[src/rtl/ap_pkg.sv]
// ap_pkg: shared types and pass ROM for the associative-processing pass sequencer
package ap_pkg;
    typedef enum logic {OP_ADD = 1'b0, OP_CLEAR = 1'b1} op_t;
    typedef enum logic [2:0] {S_IDLE, S_CHECK, S_CMP, S_WR, S_DONE} state_t;
    typedef struct packed {
        logic kc;
        logic ka;
        logic kb;
        logic wc;
        logic wb;
        logic wce;
    } pass_t;
    // one full-adder step on (C, A_i, B_i); the order keeps a rewritten row from matching a later pass
    localparam pass_t PASS_ROM [4] = '{6'b011101, 6'b010010, 6'b100011, 6'b101000};
endpackage

[src/rtl/ap_pattern_gen.sv]
// ap_pattern_gen: expands (pass, bit, bases, carry column) into CAM key/mask/data vectors
module ap_pattern_gen
    import ap_pkg::*;
#(
    parameter int WORD_SIZE = 8,
    parameter int C_COL = WORD_SIZE - 1
) (
    input  logic                         op,
    input  logic                         pre,
    input  logic [1:0]                   pass,
    input  logic [$clog2(WORD_SIZE)-1:0] bit_idx,
    input  logic [$clog2(WORD_SIZE)-1:0] a_base,
    input  logic [$clog2(WORD_SIZE)-1:0] b_base,
    input  logic [$clog2(WORD_SIZE)-1:0] width,
    output logic [WORD_SIZE-1:0]         key,
    output logic [WORD_SIZE-1:0]         cmp_mask,
    output logic [WORD_SIZE-1:0]         wr_mask,
    output logic [WORD_SIZE-1:0]         dina
);
    pass_t p;
    logic [WORD_SIZE-1:0] c_oh, a_oh, b_oh, b_rng;
    assign p = PASS_ROM[pass];
    assign c_oh = WORD_SIZE'(1) << C_COL;
    assign a_oh = WORD_SIZE'(1) << (a_base + bit_idx);
    assign b_oh = WORD_SIZE'(1) << (b_base + bit_idx);
    assign b_rng = ((WORD_SIZE'(1) << width) - WORD_SIZE'(1)) << b_base;
    // the pre pass compares nothing so every row tags, then clears carry or the B range
    assign key = pre ? '0 : ({WORD_SIZE{p.kc}} & c_oh) | ({WORD_SIZE{p.ka}} & a_oh) | ({WORD_SIZE{p.kb}} & b_oh);
    assign cmp_mask = pre ? '0 : c_oh | a_oh | b_oh;
    assign wr_mask = pre ? (op == OP_CLEAR ? b_rng : c_oh) : b_oh | ({WORD_SIZE{p.wce}} & c_oh);
    assign dina = pre ? '0 : ({WORD_SIZE{p.wc}} & c_oh) | ({WORD_SIZE{p.wb}} & b_oh);
endmodule

[src/rtl/ap_pass_sequencer.sv]
// ap_pass_sequencer: runs CAM compare/write passes for in-place bit-serial ADD and column-range CLEAR.
// Define AP_SKIP_EMPTY_EN to drop the write of any pass whose compare tagged no rows.
module ap_pass_sequencer
    import ap_pkg::*;
#(
    parameter int WORD_SIZE = 8,
    parameter int CELL_QUANT = 128,
    parameter int C_COL = WORD_SIZE - 1
) (
    input  logic                         clock,
    input  logic                         rst,
    input  logic                         cmd_valid,
    output logic                         cmd_ready,
    input  logic                         cmd_op,
    input  logic [$clog2(WORD_SIZE)-1:0] cmd_a_base,
    input  logic [$clog2(WORD_SIZE)-1:0] cmd_b_base,
    input  logic [$clog2(WORD_SIZE)-1:0] cmd_width,
    input  logic [CELL_QUANT-1:0]        cam_tags,
    output logic [WORD_SIZE-1:0]         cam_key,
    output logic [WORD_SIZE-1:0]         cam_mask,
    output logic [WORD_SIZE-1:0]         cam_dina,
    output logic                         cam_mode,
    output logic [CELL_QUANT-1:0]        cam_wea_ap,
    output logic                         busy,
    output logic                         done,
    output logic                         err
);
    localparam int AW = $clog2(WORD_SIZE);
    state_t state, state_n;
    op_t op;
    logic [AW-1:0] a_base, b_base, width, bit_idx;
    logic [1:0] pass;
    logic pre, err_q, accept, advance, last, bad, skip;
    logic [CELL_QUANT-1:0] tag_q;
    logic [AW:0] a_end, b_end, c_col;
    logic [WORD_SIZE-1:0] key, cmp_mask, wr_mask, dina;

    ap_pattern_gen #(.WORD_SIZE(WORD_SIZE), .C_COL(C_COL)) u_pat (
        .op(op), .pre(pre), .pass(pass), .bit_idx(bit_idx), .a_base(a_base), .b_base(b_base),
        .width(width), .key(key), .cmp_mask(cmp_mask), .wr_mask(wr_mask), .dina(dina)
    );

    assign a_end = {1'b0, a_base} + {1'b0, width};
    assign b_end = {1'b0, b_base} + {1'b0, width};
    assign c_col = (AW+1)'(C_COL);
    assign bad = width == '0 || b_end > (AW+1)'(WORD_SIZE) || (op == OP_ADD && (a_end > (AW+1)'(WORD_SIZE)
               || ({1'b0, a_base} < b_end && {1'b0, b_base} < a_end)
               || (c_col >= {1'b0, a_base} && c_col < a_end)
               || (c_col >= {1'b0, b_base} && c_col < b_end)));
    assign last = pre ? op == OP_CLEAR : pass == 2'd3 && bit_idx == width - AW'(1);
`ifdef AP_SKIP_EMPTY_EN
    assign skip = cam_tags == '0;
`else
    assign skip = 1'b0;
`endif
    assign cmd_ready = state == S_IDLE && !rst;
    assign accept = cmd_valid && cmd_ready;
    assign busy = state != S_IDLE;
    assign done = state == S_DONE;
    assign err = done && err_q;
    assign cam_mode = state == S_WR;
    assign cam_key = state == S_CMP ? key : '0;
    assign cam_mask = state == S_CMP ? cmp_mask : cam_mode ? wr_mask : '0;
    assign cam_dina = cam_mode ? dina : '0;
    assign cam_wea_ap = cam_mode ? tag_q : '0;

    always_comb begin
        state_n = state;
        advance = 1'b0;
        case (state)
            S_IDLE:  state_n = accept ? S_CHECK : S_IDLE;
            S_CHECK: state_n = bad ? S_DONE : S_CMP;
            S_CMP: begin
                advance = skip;
                state_n = skip ? (last ? S_DONE : S_CMP) : S_WR;
            end
            S_WR: begin
                advance = 1'b1;
                state_n = last ? S_DONE : S_CMP;
            end
            default: state_n = S_IDLE;
        endcase
    end

    always_ff @(posedge clock) begin
        if (rst) begin
            state <= S_IDLE;
            op <= OP_ADD;
            a_base <= '0;
            b_base <= '0;
            width <= '0;
            bit_idx <= '0;
            pass <= '0;
            pre <= 1'b0;
            err_q <= 1'b0;
            tag_q <= '0;
        end else begin
            state <= state_n;
            if (accept) begin
                op <= op_t'(cmd_op);
                a_base <= cmd_a_base;
                b_base <= cmd_b_base;
                width <= cmd_width;
                err_q <= 1'b0;
            end
            if (state == S_CHECK) begin
                err_q <= bad;
                pre <= 1'b1;
                pass <= '0;
                bit_idx <= '0;
            end
            if (state == S_CMP) tag_q <= cam_tags;
            if (advance) begin
                pre <= 1'b0;
                pass <= pre ? 2'd0 : pass + 2'd1;
                if (!pre && pass == 2'd3) bit_idx <= bit_idx + AW'(1);
            end
        end
    end
endmodule
[config.mk]
export PLATFORM = sky130hd
export DESIGN_NAME = ap_pass_sequencer
export DESIGN_NICKNAME = d
export VERILOG_FILES = /design/src/rtl/ap_pkg.sv /design/src/rtl/ap_pattern_gen.sv /design/src/rtl/ap_pass_sequencer.sv
export SDC_FILE = /design/constraint.sdc
export NUM_CORES = 1
export LEC_CHECK = 0
export CORE_UTILIZATION = 45
export DETAILED_ROUTE_END_ITERATION = 10
export PLACE_DENSITY = 0.88
export REMOVE_ABC_BUFFERS = 1
export SLEW_MARGIN = 20
export SYNTH_ARGS = -nofsm -noshare
export SYNTH_HDL_FRONTEND = slang
export SYNTH_SLANG_ARGS = --single-unit
[constraint.sdc]
create_clock -name clock -period 4.35 [get_ports clock]
set_clock_uncertainty 0.1 [all_clocks]
set_input_delay 0.6525 -clock clock [delete_from_list [all_inputs] [get_ports clock]]
set_output_delay 0.6525 -clock clock [all_outputs]
set_load 0.005 [all_outputs]
Yosys cells after proc, flatten, opt, wreduce, memory -nomap -nowiden:

Index checks and enable logic that the tools add are counted.

* add/sub/neg operators: 8
* multiply operators: 0
* divide/modulo/power cells: 0
* order comparisons: 9
* eq/ne operators: 6
* shift-type cells: 4
* multiplexer cells: 27
* bitwise gates (word level): 10
* reduce and logical (&&, ||, !) cells: 22

Operator list (count)
* 2-to-1 mux 128 bit: 1
* 2-to-1 mux 8 bit: 9
* OR 8 bit: 5
* AND 8 bit: 3
* << shifter 1 x 3 -> 8 bit, first input constant: 3
* 2-to-1 mux 3 bit: 5
* binary-select mux 6 bit (select 2 bit): 1
* 2-to-1 mux 6 bit: 2
* case mux 3 bit (4 select lines): 1
* logical AND 1 bit: 9
* adder 3 x 3 -> 4 bit: 2
* greater-than comparator 4 bit, second input constant: 2
* less-than comparator 3 x 4 -> 1 bit: 2
* less-than comparator 3 x 4 -> 1 bit, first input constant: 2
* << shifter 8 x 3 -> 8 bit: 1
* subtractor 8 x 2 -> 8 bit, second input constant: 1
* adder 3 bit: 2
* == test 3 x 2 -> 1 bit, second input constant: 2
* >= comparator 3 bit, first input constant: 2
* logical NOT 3 bit: 2
* 2-to-1 mux 2 bit: 3
* logical OR 1 bit: 5
* 2-to-1 mux 1 bit: 5
* nonzero test 2 bit: 2
* other kinds (13): 14

* register bits after elaboration: 148
* latch bits: 0
* RAM bits: 0
* bits in read-only memories: 0
* input port bits: 141
* logic and storage cells: 96
* memories: 0

Logic depth before layout (Yosys ltp):

Gate-level depths: netlist (run 1).

* depth after elaboration: 10
* mapped depth: 9
* gate-level depth less buffers: 9

Cells and area by module:

From an unflattened synthesis (run 1), not the netlist that was laid out.

* cell total of the unflattened synthesis: 997
* area total of the unflattened synthesis: 7455.9 um^2

Modules (own cells, without submodules)
* ap_pass_sequencer: instances 1, cells an instance 886, area each 6767.7 um^2, sequential area each 2962.8 um^2
* ap_pattern_gen: instances 1, cells an instance 111, area each 688.2 um^2, sequential area each 0.0 um^2

Worst setup path after synthesis (run 1):

No wires, ideal clock.

* path type: reg2out
* start point: register b_base[0]
* end point: output port cam_key[4]
* data arrival time: 2.072 ns
* data required time: 3.597 ns
* setup slack: 1.526 ns
* stages on the path, launching flop included: 7
* path buffers: 0
* cells stage by stage: dfxtp_1 -> ha_1 -> fa_1 -> xnor3_2 -> or3_4 -> o32a_1 -> nor3_2

* word-level cells in the longest chain between the ends: 6

Ends and longest elaborated chain
* start, declared: line ap_pass_sequencer.sv:31 `logic [AW-1:0] a_base, b_base, width, bit_idx;`
* start signal, assigned: line ap_pass_sequencer.sv:102 `b_base <= cmd_b_base;`
* adder 3 bit: line ap_pattern_gen.sv:25 `assign b_oh = WORD_SIZE'(1) << (b_base + bit_idx);`
* << shifter 1 x 3 -> 8 bit: line ap_pattern_gen.sv:25
* AND 8 bit: line ap_pattern_gen.sv:28 `assign key = pre ? '0 : ({WORD_SIZE{p.kc}} & c_oh) | ({WORD_SIZE{p.ka}} & a_oh) | ({WORD_SIZE{p.kb}} & b_oh);`
* OR 8 bit: line ap_pattern_gen.sv:28
* 2-to-1 mux 8 bit: line ap_pattern_gen.sv:28
* 2-to-1 mux 8 bit: line ap_pass_sequencer.sv:62 `assign cam_key = state == S_CMP ? key : '0;`
* end, declared: line ap_pass_sequencer.sv:19 `output logic [WORD_SIZE-1:0] cam_key,`

Every way passes these cells.

Final worst setup path (run 1):

* start point: register width[1]
* end point: output port cam_mask[6]

* word-level cells in the longest chain between the ends: 7

Ends and longest elaborated chain
* start, declared: line ap_pass_sequencer.sv:31
* start signal, assigned: line ap_pass_sequencer.sv:103 `width <= cmd_width;`
* << shifter 1 x 3 -> 8 bit: line ap_pattern_gen.sv:26 `assign b_rng = ((WORD_SIZE'(1) << width) - WORD_SIZE'(1)) << b_base;`
* subtractor 8 x 2 -> 8 bit: line ap_pattern_gen.sv:26
* << shifter 8 x 3 -> 8 bit: line ap_pattern_gen.sv:26
* 2-to-1 mux 8 bit (2 in series): line ap_pattern_gen.sv:30 `assign wr_mask = pre ? (op == OP_CLEAR ? b_rng : c_oh) : b_oh | ({WORD_SIZE{p.wce}} & c_oh);`
* 2-to-1 mux 8 bit (2 in series): line ap_pass_sequencer.sv:63 `assign cam_mask = state == S_CMP ? cmp_mask : cam_mode ? wr_mask : '0;`
* end, declared: line ap_pass_sequencer.sv:20 `output logic [WORD_SIZE-1:0] cam_mask,`

Every way passes these cells.

==> results of run 1 <==
## metrics by stage
stage          worst slack (ps)  instance area, µm²  power, mW  hold slack [ps]
2_1_floorplan             -1690                7100       2.04              326
3_3_place_gp                902               10400       2.39              336
3_5_place_dp                777               10400       2.41              342
4_1_cts                     324               11100       4.06              350
5_1_grt                    35.3               11100       4.23              362
6_report                    292               11100       4.04              349
## layout by cell type, fill, tap and decap left out, types with 5 or more instances in the layout
cell / instances
sky130_fd_sc_hd__dfxtp_1: 147
sky130_fd_sc_hd__a211oi_1: 5
sky130_fd_sc_hd__o31ai_1: 10
sky130_fd_sc_hd__nor3_1: 8
sky130_fd_sc_hd__nand3_1: 6
sky130_fd_sc_hd__and3_1: 130
sky130_fd_sc_hd__a21oi_1: 144
sky130_fd_sc_hd__bufinv_16: 5
sky130_fd_sc_hd__ha_1: 22
sky130_fd_sc_hd__nand2b_1: 7
sky130_fd_sc_hd__nand3b_1: 6
sky130_fd_sc_hd__nor3b_1: 7
sky130_fd_sc_hd__nor2b_1: 6
sky130_fd_sc_hd__inv_1: 14
sky130_fd_sc_hd__clkdlybuf4s50_1: 296
sky130_fd_sc_hd__nand2_1: 286
sky130_fd_sc_hd__buf_4: 10
sky130_fd_sc_hd__and2_1: 8
sky130_fd_sc_hd__o21ai_0: 13
sky130_fd_sc_hd__xnor2_1: 8
sky130_fd_sc_hd__clkbuf_16: 17
sky130_fd_sc_hd__nor2_1: 25
## layer usage
metal	track usage	share of wire	vias up
met5	0	0	-
met4	0.117	0.031	0
met3	0.103	0.089	51
met2	0.451	0.48	290
met1	0.313	0.40	3659
li1	-	-	3855
## where the power goes
| part | leakage (nW) | switching [mW] | total, mW | internal (mW) |
|---|---|---|---|---|
| clock network | 0.315 | 0.602 | 1.64 | 1.04 |
| logic | 2.88 | 0.479 | 0.830 | 0.352 |
| registers | 1.20 | 0.110 | 1.57 | 1.46 |
## state kept, by name, summed over array words and instances, names as in the netlist
name,flops
pass,2
a_base,3
bit_idx,3
tag_q,128
state,3
op,1
pre,1
err_q,1
b_base,3
width,3
## worst paths after layout
path                                 start     endpoint  cells past startpoint
worst max-delay path              width[1]  cam_mask[6]                      8
worst min-delay path            tag_q[107]   tag_q[107]                      2
worst max register to register    state[2]    tag_q[25]                      6
worst min register to register  tag_q[107]   tag_q[107]                      2
## cell usage after synthesis, types with 2 or more instances
master / count
sky130_fd_sc_hd__o22ai_1: 4
sky130_fd_sc_hd__buf_2: 13
sky130_fd_sc_hd__fa_1: 4
sky130_fd_sc_hd__and3_1: 130
sky130_fd_sc_hd__o211ai_1: 2
sky130_fd_sc_hd__xnor2_2: 2
sky130_fd_sc_hd__nand2b_1: 8
sky130_fd_sc_hd__nor3_1: 8
sky130_fd_sc_hd__a21oi_1: 144
sky130_fd_sc_hd__dfxtp_1: 148
sky130_fd_sc_hd__nand3b_1: 6
sky130_fd_sc_hd__or2_2: 2
sky130_fd_sc_hd__a21o_1: 4
sky130_fd_sc_hd__nand2_1: 286
sky130_fd_sc_hd__o31ai_1: 10
sky130_fd_sc_hd__and2_1: 8
sky130_fd_sc_hd__xnor2_1: 8
sky130_fd_sc_hd__xor2_1: 2
sky130_fd_sc_hd__o21bai_1: 2
sky130_fd_sc_hd__clkbuf_1: 65
sky130_fd_sc_hd__o21ai_0: 13
sky130_fd_sc_hd__clkbuf_8: 2
sky130_fd_sc_hd__nor3b_1: 7
sky130_fd_sc_hd__or3_1: 3
sky130_fd_sc_hd__nor2b_1: 6
sky130_fd_sc_hd__nor2_1: 26
sky130_fd_sc_hd__o21a_1: 3
sky130_fd_sc_hd__inv_1: 14
sky130_fd_sc_hd__a41oi_1: 3
sky130_fd_sc_hd__o221ai_1: 2
sky130_fd_sc_hd__a21boi_0: 2
sky130_fd_sc_hd__a211oi_1: 5
sky130_fd_sc_hd__buf_1: 3
sky130_fd_sc_hd__ha_1: 22
sky130_fd_sc_hd__o32a_1: 3
sky130_fd_sc_hd__clkbuf_2: 2
sky130_fd_sc_hd__nand3_1: 6
sky130_fd_sc_hd__buf_6: 3
## worst register-to-register path, stage by stage (launching register included)
cell	delay, ps
sky130_fd_sc_hd__dfxtp_1	490
sky130_fd_sc_hd__and2b_4	390
sky130_fd_sc_hd__nand2b_4	210
sky130_fd_sc_hd__buf_4	520
sky130_fd_sc_hd__buf_4	730
sky130_fd_sc_hd__nand2_1	160
sky130_fd_sc_hd__a21oi_1	180
## area by class of cell
cell class / count / area [µm²] / share of cell area
inverters: 14 / 52.6 / 0.00474
clock inverters: 14 / 224 / 0.0202
clock buffers: 18 / 439 / 0.0396
flip-flops and latches: 148 / 2970 / 0.268
well taps: 216 / 270 / 0.0244
multi-input cells: 751 / 4100 / 0.370
repair buffers: 306 / 3040 / 0.274
## cells by family after synthesis
family,after synthesis,synth area share
xor gates and xnor gates,13,0.0192
adders and majority gates,26,0.0474
DFF,148,0.395
and+or+nand+nor,504,0.318
AOI/OAI and AO/OA,207,0.158
buffers and inverters,103,0.0606
muxes,1,0.00133
==> impl_metrics.env, run 1 <==
export IMPL_status="completed"
export IMPL_cts_resized_gates=0
export IMPL_cts_num_sinks=148
export IMPL_stdcell_count=1467
export IMPL_flow_area_growth_from_synthesis_pct=47.9
export IMPL_tritoncts="done"
export IMPL_core_region_area_mm2=0.0161
export IMPL_synth_avg_cell_area_um2=7.48
export IMPL_post_layout_nets=1405
export IMPL_die_area_mm2=0.0172
export IMPL_max_slew_margin=0.381
export IMPL_reg2reg_slack_ps=1500
export IMPL_hold_path_class="reg2reg"
export IMPL_filler_cell_count=1266
export IMPL_setup_repair_after_global_routing_missed_its_margin="false"
export IMPL_clock_latency_on_the_worst_skew_pair_ps=410
export IMPL_vdd_drop_max_uv=327
export IMPL_utilization=0.691
export IMPL_p_leak_nw=4.39
export IMPL_critical_path_buf_inv_count=2
export IMPL_avgViaCountPerCell=5.35
export IMPL_buffer_ports_inserted=297
export IMPL_cts_post_setup_buffers_inserted=0
export IMPL_criticalPathCategory="reg2out"
export IMPL_synth_ff_latch_count=148
export IMPL_setup_tns_ps=0
export IMPL_synth_enable_flop_cells=0
export IMPL_num_rows=46
export IMPL_synth_largest_type_area_fraction=0.395
export IMPL_first_global_vias=7264
export IMPL_synthFlopType="sky130_fd_sc_hd__dfxtp_1"
export IMPL_antenna_cells_inserted=0
export IMPL_crit_fanout=11
export IMPL_yosysSeqAreaShare=0.395
export IMPL_die_outline_height_um=131
export IMPL_cp_arrival_ps=3310
export IMPL_critPathMaxStageDelay_ps=580
export IMPL_cts_buffers_inserted=17
export IMPL_dieWidth_um=131
export IMPL_synth_area_leaders="sky130_fd_sc_hd__dfxtp_1 40%, sky130_fd_sc_hd__nand2_1 14%, sky130_fd_sc_hd__and3_1 11%, sky130_fd_sc_hd__a21oi_1 9.6%, sky130_fd_sc_hd__ha_1 3.7%"
export IMPL_antenna_found_initial=0
export IMPL_timing_final_crit_period_ps=4060
export IMPL_largest_buffer_count_on_any_clock_path=2
export IMPL_dr_pass1_iters=6
export IMPL_start_util=0.467
export IMPL_detailedPlacementHpwl_mm=15.7
export IMPL_maxCapViolations=0
export IMPL_clkTransAtPathRegs_ps=60
export IMPL_worst_setup_ep_type="output pin"
export IMPL_crit_path_cell_trace="inv_1 > ha_1 > nor3_1 > xnor2_1 > a221oi_1 > o21a_1 > o31ai_1 > clkdlybuf4s50_1"
export IMPL_synth_top_area_cell="sky130_fd_sc_hd__dfxtp_1"
export IMPL_grt_max_degree=91
export IMPL_placed_cells_incl_taps=1435
export IMPL_setup_violations=0
export IMPL_ios=298
export IMPL_synth_lib_cells_used_distinct=59
export IMPL_post_synth_arst_share=0
export IMPL_p_per_area_mw_per_mm2=365
export IMPL_cts_root_buffer_cell="sky130_fd_sc_hd__clkbuf_16"
export IMPL_routabilityCongestion=0.918
export IMPL_crit_path_start_kind="flop"
export IMPL_count_of_mapped_cells_out_of_synthesis=1002
export IMPL_required_time_of_the_critical_path_ps=3600
export IMPL_htree_levels=4
export IMPL_route_detailed_wl_per_inst_um=16.1
export IMPL_route_final_wire_length_mm=23.6
export IMPL_yosysWarningCount=0
export IMPL_drtIter0Drc=640
export IMPL_dr_total_vias=7855
export IMPL_cp_slowest_cell="sky130_fd_sc_hd__dfxtp_1"
export IMPL_max_clock_freq_mhz=246
export IMPL_hold_buffers=0
export IMPL_grt_usage=0.272
export IMPL_grt_first_pass_wirelength_mm=36.2
export IMPL_gr_total_overflow=0
export IMPL_finalMaxSlewViolations=0
export IMPL_final_period_utilization=0.933
export IMPL_worst_pin_slew_ps=928
export IMPL_synthesis_area_mm2=0.00750
export IMPL_cp_top_family="buffers and inverters"
export IMPL_postRouteAntennaNets=0
export IMPL_drc_errors=0
export IMPL_final_layout_size_suffix_gt1_frac=0.0440
export IMPL_finalHoldViolations=0
(Power assumes the default switching activity.)
==> inputs of run 2 (changes only) <==
PLACE_DENSITY = 0.91   (was 0.88)
==> run 2 against run 1 <==
Clock-buffer cell count grew 1. Wire length rose by 2.7%. First-iteration DRC count fell by 18%. Critical endpoint is now cam_mask[7]. Final cell count about the same. Register-to-register slack worse by 100 ps. Utilization down 0.48 points. Via count is 1.0% higher. Clock power fell by 13%. Sequential power about the same.
==> impl_metrics.env, run 2 (same netlist as run 1, synthesis figures left out) <==
export IMPL_finalHoldViolations=0
export IMPL_setup_repair_after_global_routing_missed_its_margin="false"
export IMPL_antenna_cells_inserted=0
export IMPL_p_per_area_mw_per_mm2=349
export IMPL_grt_max_degree=81
export IMPL_max_flop_register="tag_q"
export IMPL_first_global_vias=7560
export IMPL_die_area_mm2=0.0172
export IMPL_cts_root_buffer_cell="sky130_fd_sc_hd__clkbuf_16"
export IMPL_crit_path_start_kind="flop"
export IMPL_crit_fanout=11
export IMPL_timing_final_crit_period_ps=4030
export IMPL_drtIter0Drc=526
export IMPL_cts_buffers_inserted=17
export IMPL_dr_pass1_iters=5
export IMPL_dr_total_vias=7936
export IMPL_max_slew_margin=0.424
export IMPL_global_route_usage_met2=0.475
export IMPL_drc_errors=0
export IMPL_status="completed"
export IMPL_grt_first_pass_wirelength_mm=37.4
export IMPL_post_route_cell_area_mm2=0.0110
export IMPL_total_placed_instance_area_mm2=0.0104
export IMPL_crit_path_start="width[1]"
export IMPL_clock_latency_on_the_worst_skew_pair_ps=420
export IMPL_grt_usage=0.281
export IMPL_grtUsageMet1=0.318
export IMPL_cp_top_family="buffers and inverters"
export IMPL_routabilityCongestion=0.897
export IMPL_worst_hold_startpoint="tag_q[5]"
export IMPL_groute_layer_met3_usage=0.0897
export IMPL_p_leak_nw=4.37
export IMPL_critical_path_buf_inv_count=2
export IMPL_worst_pin_slew_ps=864
export IMPL_htree_levels=4
export IMPL_postRouteAntennaNets=0
export IMPL_final_layout_size_suffix_gt1_frac=0.0455
export IMPL_core_region_area_mm2=0.0161
export IMPL_flip_flop_count_of_the_largest_register_all_copies_and_words_added=128
export IMPL_flow_area_growth_from_synthesis_pct=46.9
export IMPL_tritoncts="done"
export IMPL_route_final_wire_length_mm=24.3
export IMPL_antenna_found_initial=0
export IMPL_ios=298
export IMPL_final_period_utilization=0.927
export IMPL_dieWidth_um=131
export IMPL_largest_buffer_count_on_any_clock_path=2
export IMPL_clkTransAtPathRegs_ps=70
export IMPL_criticalPathCategory="reg2out"
export IMPL_critical_r2r_launch="state[0]"
export IMPL_gr_total_overflow=0
export IMPL_worst_setup_ep_type="output pin"
export IMPL_post_place_setup_slack_ps=737
export IMPL_required_time_of_the_critical_path_ps=3600
export IMPL_die_outline_height_um=131
export IMPL_cp_slowest_cell="sky130_fd_sc_hd__dfxtp_1"
export IMPL_grt_busiest_layer="met2"
export IMPL_route_detailed_wl_per_inst_um=16.5
export IMPL_buffer_ports_inserted=297
export IMPL_avgViaCountPerCell=5.41
export IMPL_most_common_layout_cells="296 x sky130_fd_sc_hd__clkdlybuf4s50_1, 286 x sky130_fd_sc_hd__nand2_1, 147 x sky130_fd_sc_hd__dfxtp_1, 144 x sky130_fd_sc_hd__a21oi_1, 130 x sky130_fd_sc_hd__and3_1"
export IMPL_vdd_drop_max_uv=261
export IMPL_final_common_cell="sky130_fd_sc_hd__clkdlybuf4s50_1"
export IMPL_setup_violations=0
export IMPL_cts_num_sinks=148
export IMPL_detailedPlacementHpwl_mm=16.4
export IMPL_critPathMaxStageDelay_ps=580
export IMPL_hold_path_class="reg2reg"
export IMPL_num_rows=46
export IMPL_start_util=0.467
export IMPL_post_layout_nets=1406
export IMPL_maxCapViolations=0
export IMPL_crit_path_cell_trace="inv_1 > ha_1 > nor3_2 > nor3b_1 > a311oi_1 > o311ai_0 > o21a_1 > clkdlybuf4s50_1"
export IMPL_final_setup_worst_slack_ps=318
export IMPL_max_clock_freq_mhz=248
export IMPL_cp_arrival_ps=3280
export IMPL_finalMaxSlewViolations=0
export IMPL_cts_post_setup_buffers_inserted=0
-- run 2: cell count changes in the layout (fill, tap and decap cells not counted), sizes merged --
cell / previous run / this run
bufinv: 5 / 1
clkinvlp: 3 / 0
clkinv: 2 / 7
buf: 10 / 11
inv: 18 / 19
clkbuf: 18 / 19
-- run 2: worst register-to-register path, cell delays in order, from the launching register on --
cell and delay [ps]:
sky130_fd_sc_hd__dfxtp_4 790, sky130_fd_sc_hd__nand2b_4 390, sky130_fd_sc_hd__buf_4 540, sky130_fd_sc_hd__buf_4 670, sky130_fd_sc_hd__nand2_1 190, sky130_fd_sc_hd__a21oi_1 190
-- run 2: power breakdown --
| part | internal [mW] | switching [mW] | total, mW |
|---|---|---|---|
| combinational | 0.355 | 0.476 | 0.830 |
| sequential | 1.46 | 0.120 | 1.58 |
| clock | 0.827 | 0.607 | 1.43 |
-- run 2: final cells by class --
| cell class | instances | area, µm² |
|---|---|---|
| repair buffers | 307 | 3050 |
| clock buffers | 19 | 453 |
| well taps | 216 | 270 |
| flip-flops and latches | 148 | 2970 |
| inverters | 14 | 52.6 |
| fillers | 1261 | 5040 |
| multi-input cells | 751 | 4100 |
| clock inverters | 13 | 123 |
-- run 2: metrics by stage --
step	total power, mW	TNS, ps	utilization	hold WS (ps)	cells
after floorplan	2.04	-195740	-	326	913
after global placement	2.40	0	0.650	337	1436
after detailed placement	2.42	0	0.650	342	1436
after CTS	3.85	0	0.686	350	1468
after global routing	4.02	0	0.686	364	1468
final	3.84	0	0.686	348	1468
-- run 2: per-layer routing --
metal / part of all wire / routed length, µm
met1: 0.39 / 9460
met2: 0.49 / 12000
met3: 0.081 / 1980
met4: 0.034 / 835
met5: 0 / 0
-- run 2: timing repair --
action                     in CTS  in global routing
hold buffers                    0                  0
setup endpoints to repair       0                  2
resized for setup               0                  1
-- run 2: path summary, 6_finish.rpt --
path	endpoint	depth (start not counted)	slack (ps)
worst max-delay path	cam_mask[7]	8	320
worst min-delay path	tag_q[5]	2	350
worst max register to register	tag_q[112]	5	1400
worst min register to register	tag_q[5]	2	350
